$ cat src/rtl/vga_pkg.sv
// vga_pkg: shared display geometry, fetch FSM states and frame bank addressing
package vga_pkg;
  localparam int H_ACTIVE = 800;
  localparam int V_ACTIVE = 600;
  localparam int FRAME_WORDS = H_ACTIVE * V_ACTIVE;
  localparam int BURST_LEN = 256;
  localparam int FIFO_DEPTH = 1024;
  localparam int ADDR_W = 22;
  localparam int BANK_SIZE = 524288;
  localparam int CLR_CYCLES = 4;
  typedef enum logic [2:0] {IDLE, CLEAR, WAIT_SPACE, REQ, BUSY, SETTLE, DONE} fetch_state_t;
  function automatic logic [31:0] bank_base(input logic bank, input int size);
    return bank ? 32'(size) : 32'd0;
  endfunction
endpackage

$ cat src/rtl/vga_bank_sel.sv
// vga_bank_sel: display bank tracking against the camera writer, swapping only on commit
module vga_bank_sel (
  input  logic clk,
  input  logic rst,
  input  logic wr_frame_done,
  input  logic wr_bank,
  input  logic commit,
  output logic rd_bank,
  output logic next_bank
);
  logic swap_pending;
  logic latest_bank;
  assign next_bank = wr_frame_done ? wr_bank : swap_pending ? latest_bank : rd_bank;
  always_ff @(posedge clk) begin
    if (rst) begin
      swap_pending <= 1'b0;
      latest_bank <= 1'b0;
      rd_bank <= 1'b0;
    end else begin
      swap_pending <= !commit && (swap_pending || wr_frame_done);
      latest_bank <= wr_frame_done ? wr_bank : latest_bank;
      rd_bank <= commit ? next_bank : rd_bank;
    end
  end
endmodule

$ cat src/rtl/vga_fetch_ctrl.sv
// vga_fetch_ctrl: schedules one-at-a-time SDRAM frame bursts into the VGA line FIFO
module vga_fetch_ctrl
  import vga_pkg::*;
#(
  parameter int H_ACTIVE = vga_pkg::H_ACTIVE,
  parameter int V_ACTIVE = vga_pkg::V_ACTIVE,
  parameter int BURST_LEN = vga_pkg::BURST_LEN,
  parameter int FIFO_DEPTH = vga_pkg::FIFO_DEPTH,
  parameter int ADDR_W = vga_pkg::ADDR_W,
  parameter int BANK_SIZE = vga_pkg::BANK_SIZE,
  parameter int CLR_CYCLES = vga_pkg::CLR_CYCLES
) (
  input  logic              CLK_40M,
  input  logic              RST,
  input  logic              VSYNC_START,
  input  logic              WR_FRAME_DONE,
  input  logic              WR_BANK,
  input  logic [10:0]       FIFO_WORDS,
  input  logic              FIFO_RD,
  input  logic              FIFO_EMPTY,
  output logic              RD_REQ,
  output logic [ADDR_W-1:0] RD_ADDR,
  output logic [8:0]        RD_LEN,
  input  logic              RD_ACK,
  input  logic              RD_DONE,
  output logic              FIFO_CLR,
  output logic              RD_BANK,
  output logic              UNDERRUN
);
  localparam int FW = H_ACTIVE * V_ACTIVE;
  localparam int WL_W = $clog2(FW + 1);
  localparam int CW = $clog2(CLR_CYCLES + 1);
  fetch_state_t state, next_state;
  logic [WL_W-1:0] words_left;
  logic [CW-1:0] clr_cnt;
  logic [8:0] len;
  logic [ADDR_W-1:0] base_addr;
  logic restart_pending, restart_any, commit, next_bank, space_ok, in_burst;
  assign commit = state == CLEAR && clr_cnt == '0;
  assign restart_any = restart_pending || VSYNC_START;
  assign in_burst = state == REQ || state == BUSY || state == SETTLE;
  assign len = 32'(words_left) < 32'(BURST_LEN) ? 9'(words_left) : 9'(BURST_LEN);
  assign space_ok = FIFO_DEPTH - int'(FIFO_WORDS) >= int'(len);
  assign base_addr = ADDR_W'(bank_base(next_bank, BANK_SIZE));
  vga_bank_sel u_bank_sel (
    .clk(CLK_40M),
    .rst(RST),
    .wr_frame_done(WR_FRAME_DONE),
    .wr_bank(WR_BANK),
    .commit(commit),
    .rd_bank(RD_BANK),
    .next_bank(next_bank)
  );
  always_ff @(posedge CLK_40M) state <= RST ? IDLE : next_state;
  always_comb begin
    next_state = state;
    case (state)
      IDLE:       next_state = VSYNC_START ? CLEAR : IDLE;
      CLEAR:      next_state = clr_cnt == CW'(CLR_CYCLES - 1) ? WAIT_SPACE : CLEAR;
      WAIT_SPACE: next_state = VSYNC_START ? CLEAR : words_left == '0 ? DONE : space_ok ? REQ : WAIT_SPACE;
      REQ:        next_state = RD_ACK ? BUSY : REQ;
      BUSY:       next_state = !RD_DONE ? BUSY : restart_any ? CLEAR : SETTLE;
      SETTLE:     next_state = restart_any ? CLEAR : WAIT_SPACE;
      DONE:       next_state = VSYNC_START ? CLEAR : DONE;
      default:    next_state = IDLE;
    endcase
  end
  always_ff @(posedge CLK_40M) begin
    if (RST) begin
      clr_cnt <= '0;
      words_left <= '0;
      restart_pending <= 1'b0;
      RD_REQ <= 1'b0;
      RD_ADDR <= '0;
      RD_LEN <= '0;
      FIFO_CLR <= 1'b0;
      UNDERRUN <= 1'b0;
    end else begin
      clr_cnt <= state == CLEAR ? clr_cnt + 1'b1 : '0;
      restart_pending <= state == CLEAR ? 1'b0 : restart_pending || (VSYNC_START && in_burst);
      RD_REQ <= next_state == REQ;
      FIFO_CLR <= next_state == CLEAR;
      UNDERRUN <= (FIFO_RD && FIFO_EMPTY) || (UNDERRUN && !commit);
      RD_LEN <= state == WAIT_SPACE && next_state == REQ ? len : RD_LEN;
      if (commit) begin
        RD_ADDR <= base_addr;
        words_left <= WL_W'(FW);
      end else if (state == BUSY && RD_DONE && !restart_any) begin
        RD_ADDR <= RD_ADDR + ADDR_W'(RD_LEN);
        words_left <= words_left - WL_W'(RD_LEN);
      end
    end
  end
endmodule
$ cat config.mk
export PLATFORM = sky130hd
export DESIGN_NAME = vga_fetch_ctrl
export DESIGN_NICKNAME = d
export VERILOG_FILES = /design/src/rtl/vga_pkg.sv /design/src/rtl/vga_bank_sel.sv /design/src/rtl/vga_fetch_ctrl.sv
export SDC_FILE = /design/constraint.sdc
export NUM_CORES = 1
export LEC_CHECK = 0
export CAP_MARGIN = 0
export CELL_PAD_IN_SITES_DETAIL_PLACEMENT = 0
export CELL_PAD_IN_SITES_GLOBAL_PLACEMENT = 1
export CORE_ASPECT_RATIO = 0.9
export CORE_MARGIN = 2
export CORE_UTILIZATION = 30
export DETAILED_ROUTE_END_ITERATION = 16
export GPL_TIMING_DRIVEN = 0
export MAX_ROUTING_LAYER = met4
export PLACE_DENSITY = 0.66
export SYNTH_ARGS = -nofsm -noshare
export SYNTH_HDL_FRONTEND = slang
export SYNTH_SLANG_ARGS = --single-unit
$ cat constraint.sdc
create_clock -name CLK_40M -period 4.2 [get_ports CLK_40M]
set_clock_uncertainty 0.05 [all_clocks]
set_input_delay 0.84 -clock CLK_40M [delete_from_list [all_inputs] [get_ports CLK_40M]]
set_output_delay 0.84 -clock CLK_40M [all_outputs]
set_load 0.01 [all_outputs]
==> results.md, run 1 <==
* Post-Place Worst Slack at slightly below 0.08 ns
* Detailed-route via count at between 3,000 and 4,000
* Leakage at around 1.8 nW
* Setup repair after global routing missed its margin: no
* Worst Tran Pin Value at 0.764 ns
* FF-to-FF setup slack at ~0.4 ns
* Ys async rst share at 0
* Post-detailed-route DRC marker count at 0
* Drt initial violations at 147
* Per-cell via count in the routed design at roughly 5.3
* Syn Std Cell Area at slightly above 4000 um2
* Diodes inserted at 0
* CTS sink cnt at between 60 and 70
* Hold_sp: clr_cnt[0]$_SDFF_PP0_
* Total wire length after detailed routing at roughly 12,000 um
* DP Wirelength at approximately 9000 um
* Number of cells traversed by the worst hold path at 1
* DP Cell Count at around 730
* Number of buffers created by CTS at 9
* Post-detailed-route wirelength per cell at 15.6 um
* Number of distinct library cells after synthesis at 55
* Synth warn at 0
* WP data arrival at roughly 4.0 ns
* Number of global-route vias before repair at around 3,700
* Global-route wire length before repair at about 19,000 um
* Crit. End Element: flop
* Crit path max-delay family: simple AND/OR/NAND/NOR gates
* Die footprint at around 15,000 um2
* Slew Limit Headroom at 0.488
* Critical register-to-register path startpoint: words_left[12]$_SDFFE_PP0P_
* Aggregate global-route resource usage at 0.170
* Pwr Density at about 400 nW/um2
* Final max-slew violation count at 0
* Max VDD drop at approximately 0.22 mV
* Clk pin slew, worst setup/hold paths at ~0.050 ns
* Gr ovfl total at 0
* TritonCTS clock tree: done
* Top_reg_cell synth: dfxtp_1
* Synthesis-stage register bit count at 63
* H-tree depth at 3
* Count of flip-flops with a built-in enable after synthesis at 0
* Share of the core filled with cells at 0.389
* Total number of placement rows at 40
* Startpoint types: flop
* Vert. Die Dim at 116 um
* Nets at approximately 630
* Number of nets still failing antenna checks after routing at 0
* Portion of the post-synthesis area used by sequential elements at 0.304
* Worst Hold End: clr_cnt[0]$_SDFF_PP0_
* Initial antenna violation count at 0
* Worst Reg2Reg Path Length in Cells at 13
* Period Utilization, post-route at 0.905
* Starting density of the core at 0.309
* Largest net degree at the start of global routing at 13
* Most frequent cells in the layout: dfxtp_1 (63), nor2_1 (59), clkdlybuf4s50_1 (52), inv_1 (34), nand2_1 (32)
* Clock Tree Root: clkbuf_16
* Crit-path max FO at 10
* Peak Freq at around 0.26 GHz
* CP required at around 4.4 ns
* Setup Buffers After CTS at 0
* Final standard cell count with taps included and fillers excluded at 748
* Resized Gates After CTS at 0
* Smallest setup slack after layout at 0.400 ns
* Buffer and inverter count on the worst path at 3
* Share of cells above drive strength 1 at 0.0603
* Endpoint of the most critical register-to-register path: RD_LEN[4]$_SDFFE_PP0P_
* Number of failing hold endpoints at the final stage at 0
* Max stage delay cell, worst path: or4_1
* CP cell instances: or4_1 -> clkbuf_1 -> nor3_1 -> clkbuf_2 -> nand2_1 -> ha_1 -> and3_1 -> a221oi_1 -> o21a_1 -> o211ai_1 -> o2111a_1 -> buf_6 -> mux2_4
* Worst-case clock buffer depth at 2
* Number of iterations in the first detailed-routing pass at 4
* Most common cell after layout, fill and taps aside: dfxtp_1
* Die X at 128 um
* Run status: finished clean
* Synthesis-to-finish area growth at 25.6%
* Final Setup Violations at 0
* Number of port buffers at between 50 and 60
* Average instance area after synthesis at 8.11 um2
* Hold Buf Count CTS at 0
* Worst hold path class: reg2reg
* Largest stage delay on the critical path at 0.53 ns
* Placeable core region at 13,400 um2
* Gate Count Post-Synth at roughly 510
* Total negative slack for setup checks at 0 ns
* Synthesized Nets at 565
* Placer's final routability congestion estimate at around 0.86
* Maxcap violations at 0
* Latest clock arrival within the worst-skew pair at 0.34 ns
* Kind of critical path: reg2reg
* Ports at 55
* Final worst path period need at roughly 3.8 ns
## worst max path at each step
stage	startpoint	end	slack, ns	cells past startpoint
global route	words_left[12]$_SDFFE_PP0P_	RD_LEN[4]$_SDFFE_PP0P_	0.19	13
detailed placement	FIFO_WORDS[3]	RD_LEN[2]$_SDFFE_PP0P_	0.08	12
CTS	words_left[12]$_SDFFE_PP0P_	RD_LEN[4]$_SDFFE_PP0P_	0.19	13
global placement	FIFO_WORDS[3]	RD_LEN[3]$_SDFFE_PP0P_	0.13	12
floorplan	words_left[12]$_SDFFE_PP0P_	RD_LEN[1]$_SDFFE_PP0P_	0.77	13
finish	words_left[12]$_SDFFE_PP0P_	RD_LEN[4]$_SDFFE_PP0P_	0.40	13
## layer usage
layer	wire [um]	track usage
met2	4950	0.253
met3	620	0.0406
met5	0	-
met1	5950	0.232
met4	123	0.0440
## cell usage after synthesis, types with 3 or more instances
master,number,share of area
a211oi_1,10,0.018
a21o_1,6,0.011
a21oi_1,23,0.028
a22oi_1,4,0.0072
a311o_1,3,0.0072
a311oi_1,5,0.011
a31oi_1,7,0.011
and3_1,4,0.0060
clkbuf_1,20,0.018
dfxtp_1,63,0.30
ha_1,31,0.093
inv_1,34,0.031
mux2_4,8,0.029
mux2i_1,11,0.027
nand2_1,32,0.029
nand2b_1,8,0.012
nand3_1,18,0.022
nand3b_1,5,0.0090
nand4_1,5,0.0075
nor2_1,59,0.053
nor2b_1,8,0.012
nor3_1,27,0.033
nor4_1,7,0.011
o211ai_1,4,0.0072
o21a_1,7,0.013
o21ai_0,18,0.022
o31ai_1,6,0.011
or2_2,4,0.0060
or3_1,16,0.024
or4_1,8,0.014
xnor2_1,12,0.025
xor2_1,4,0.0084
## power breakdown
part,internal [mW],leakage (nW),switching (mW)
Sequential,0.644,0.510,0.0444
Combinational,0.211,1.19,0.359
Clock,0.520,0.152,0.301
Total,1.37,1.85,0.704
## sequential cells by signal, summed over array words and instances (netlist names)
name and flops:
u_bank_sel.swap_pending 1, u_bank_sel.rd_bank 1, FIFO_CLR 1, RD_ADDR 22
state 3, RD_REQ 1, UNDERRUN 1, words_left 19
RD_LEN 9, u_bank_sel.latest_bank 1, restart_pending 1, clr_cnt 3
## metrics by stage
stage               area, um2  hold slack, ns  power (mW)
floorplan                4150           0.367        1.08
global placement         4880           0.382        1.26
detailed placement       4880           0.404        1.26
CTS                      5200           0.412        2.09
global route             5210           0.425        2.21
finish                   5210           0.403        2.08
## cells by family after synthesis
family / Yosys count / synth area share
flops: 63 / 0.304
buf+inv: 57 / 0.0534
simple gates: 209 / 0.257
fa+ha+maj: 33 / 0.103
xor+xnor: 16 / 0.0338
compound gates: 114 / 0.191
mux: 20 / 0.0582
## cell type report
class	count	area, um2
Fill cell	1424	8200
Timing Repair Buffer	52	520
Clock buffer	9	225
Inverter	34	128
Sequential cell	63	1260
Tap cell	168	210
Buffer	23	95.1
Clock inverter	7	97.6
Multi-Input combinational cell	392	2670
No activity file was read; power rests on OpenSTA's default activity.
==> run 2: changes to the inputs <==
--- a/config.mk
+++ b/config.mk
@@ -15,6 +15,7 @@
 export GPL_TIMING_DRIVEN = 0
 export MAX_ROUTING_LAYER = met4
 export PLACE_DENSITY = 0.66
+export SETUP_SLACK_MARGIN = 0.15
 export SYNTH_ARGS = -nofsm -noshare
 export SYNTH_HDL_FRONTEND = slang
 export SYNTH_SLANG_ARGS = --single-unit
==> results of run 2 <==
No change in the layout: final DEF, timing and power equal those of run 1.
==> run 3: changes to the inputs <==
--- a/config.mk
+++ b/config.mk
@@ -6,15 +6,13 @@
 export NUM_CORES = 1
 export LEC_CHECK = 0
 export CAP_MARGIN = 0
-export CELL_PAD_IN_SITES_DETAIL_PLACEMENT = 0
-export CELL_PAD_IN_SITES_GLOBAL_PLACEMENT = 1
 export CORE_ASPECT_RATIO = 0.9
 export CORE_MARGIN = 2
 export CORE_UTILIZATION = 30
 export DETAILED_ROUTE_END_ITERATION = 16
 export GPL_TIMING_DRIVEN = 0
 export MAX_ROUTING_LAYER = met4
-export PLACE_DENSITY = 0.66
+export PLACE_DENSITY = 0.54
 export SETUP_SLACK_MARGIN = 0.15
 export SYNTH_ARGS = -nofsm -noshare
 export SYNTH_HDL_FRONTEND = slang
==> run 3 against run 2 <==
  * First-iteration DRC count rose by 82%
  * Sequential share of layout area increased by 0.22 points
  * Final area down 0.89%
  * Register-to-register slack gained 0.06 ns
  * Hold slack improved by 0.0020 ns
  * Critical path depth stayed put
  * Flip-flop and latch count did not move
  * Die area is the same
  * Power shrank 5.9%
  * Critical path type unchanged
  * Critical endpoint is now RD_LEN[2]$_SDFFE_PP0P_
==> results.md, run 3 (synthesis gave the netlist of run 1 again) <==
* Run status: finished clean
* Number of buffers created by CTS at 9
* Gr ovfl total at 0
* Worst Tran Pin Value at ~0.83 ns
* Number of iterations in the first detailed-routing pass at 5
* Placer's final routability congestion estimate at 0.839
* DP Cell Count at 732
* Clk pin slew, worst setup/hold paths at around 0.050 ns
* Clk pwr share at 0.357
* Worst-case clock buffer depth at 2
* WP data arrival at a little under 4 ns
* Max stage delay cell, worst path: or4_1
* Aggregate global-route resource usage at 0.167
* Leakage at 1.83 nW
* Starting density of the core at 0.309
* Biggest regs: RD_ADDR x22, words_left x19, RD_LEN x9
* Slew Limit Headroom at 0.440
* Final standard cell count with taps included and fillers excluded at between 700 and 800
* Pwr Density at between 300 and 400 nW/um2
* CTS sink cnt at 63
* Number of failing hold endpoints at the final stage at 0
* FF-to-FF setup slack at roughly 0.46 ns
* Number of nets still failing antenna checks after routing at 0
* H-tree depth at 3
* Kind of critical path: reg2reg
* Largest net degree at the start of global routing at 12
* Global-route wire length before repair at roughly 19,000 um
* Post-detailed-route wirelength per cell at 15.2 um
* Maxcap violations at 0
* Diodes inserted at 0
* Relative contribution of sequential cells to total power at 0.352
* Nets at about 630
* Ports at between 50 and 60
* Total wire length after detailed routing at 11,400 um
* CP cell instances: or4_1 -> clkbuf_1 -> nor3_1 -> clkbuf_2 -> nand2_1 -> ha_1 -> a21o_1 -> a221oi_1 -> o21a_1 -> o211ai_1 -> o2111a_1 -> buf_6 -> mux2_4
* Crit. End Element: flop
* Number of port buffers at 52
* Final worst path period need at between 3 and 4 ns
* Initial antenna violation count at 0
* Setup repair after global routing missed its margin: no
* Latest clock arrival within the worst-skew pair at 0.34 ns
* Power share of the combinational group at 0.292
* DP Wirelength at 8630 um
* Crit-path max FO at 10
* Peak Freq at 0.267 GHz
* Final max-slew violation count at 0
* Die X at 128 um
* Clock Tree Root: clkbuf_16
* Startpoint types: flop
* Design internal power at between 1 and 1.5 mW
* Most common cell after layout, fill and taps aside: dfxtp_1
* Period Utilization, post-route at 0.892
* Storage cell area at roughly 1300 um2
* Synthesis-to-finish area growth at 24.4%
* Post-detailed-route DRC marker count at 0
* Psw at a little under 0.7 mW
* Die footprint at between 10,000 and 15,000 um2
* Crit path max-delay family: compound AO/OA/AOI/OAI gates
* Number of global-route vias before repair at ~3,800
* Largest reg by FF count: RD_ADDR
* Routed metal-1 wirelength at approximately 5800 um
* Final Setup Violations at 0
* Total number of placement rows at 40
* Routed wire length on met2 at between 4000 and 5000 um
* Per-cell via count in the routed design at ~5.3
* Buffer and inverter count on the worst path at 3
* CP required at 4.37 ns
* Placeable core region at between 10,000 and 15,000 um2
* Area used by multi-input combinational logic at ~2700 um2
* Uppermost signal routing layer after detailed routing: met4
* Detailed-route via count at between 3,000 and 4,000
* Drt initial violations at approximately 270
* Largest stage delay on the critical path at 0.53 ns
* Number of flip-flops under the largest register name at 22
* Hold Buf Count CTS at 0
* Total negative slack for setup checks at 0 ns
* Vert. Die Dim at between 100 and 150 um
* Sw Share at 0.351
* Worst hold path class: reg2reg
* Met3 wire len at 618 um
* Number of filler instances in the final layout at between 1,000 and 1,500
* TritonCTS clock tree: done
* Most frequent cells in the layout: dfxtp_1 (63), nor2_1 (59), clkdlybuf4s50_1 (52), inv_1 (34), nand2_1 (32)
* Share of cells above drive strength 1 at 0.0586
* Max VDD drop at around 0.19 mV
-- run 3: cell count changes in the layout (fill, tap and decap cells not counted) --
cell,delta
bufinv_16,-2
clkbuf_1,+1
clkbuf_8,+1
clkinv_2,+1
clkinv_4,-1
-- run 3: worst paths after layout --
kind | from | end | depth (start not counted)
max | words_left[12]$_SDFFE_PP0P_ | RD_LEN[2]$_SDFFE_PP0P_ | 13
min | clr_cnt[0]$_SDFF_PP0_ | clr_cnt[0]$_SDFF_PP0_ | 1
max reg2reg | words_left[12]$_SDFFE_PP0P_ | RD_LEN[2]$_SDFFE_PP0P_ | 13
min reg2reg | clr_cnt[0]$_SDFF_PP0_ | clr_cnt[0]$_SDFF_PP0_ | 1
-- run 3: layout make-up --
class / count / share of cell area
sequential: 63 / 0.244
clock buffer: 11 / 0.0470
inverter: 34 / 0.0247
buffer: 23 / 0.0184
multi-input combinational: 392 / 0.518
timing repair buffer: 52 / 0.101
clock inverter: 5 / 0.00654
tap: 168 / 0.0407
-- run 3: repair_timing --
action / 4_1_cts / 5_1_grt
gates resized for setup: 0 / 2
setup buffers: 0 / 0
endpoints found under the setup margin: 0 / 8
-- run 3: power groups by stage --
stage / clock network, mW / logic (mW) / registers (mW)
detailed placement: 0 / 0.564 / 0.699
global route: 0.742 / 0.644 / 0.697
CTS: 0.711 / 0.569 / 0.687
floorplan: 0 / 0.382 / 0.694
global placement: 0 / 0.553 / 0.699
finish: 0.698 / 0.571 / 0.688
-- run 3: metrics by stage --
stage          instance area (um2)  setup WS, ns  power, mW  utilization  hold slack [ns]
2_1_floorplan                 4150         0.773       1.08            -            0.367
3_3_place_gp                  4880         0.124       1.25        0.364            0.380
3_5_place_dp                  4880         0.108       1.26        0.364            0.405
4_1_cts                       5160         0.214       1.97        0.385            0.415
5_1_grt                       5160         0.207       2.08        0.385            0.428
6_report                      5160         0.456       1.96        0.385            0.405
-- run 3: routing by layer --
metal | vias up | GRT usage
li1 | 2007 | -
met1 | 1851 | 0.227
met2 | 93 | 0.251
met3 | 8 | 0.0346
met4 | 0 | 0.0462
met5 | - | -
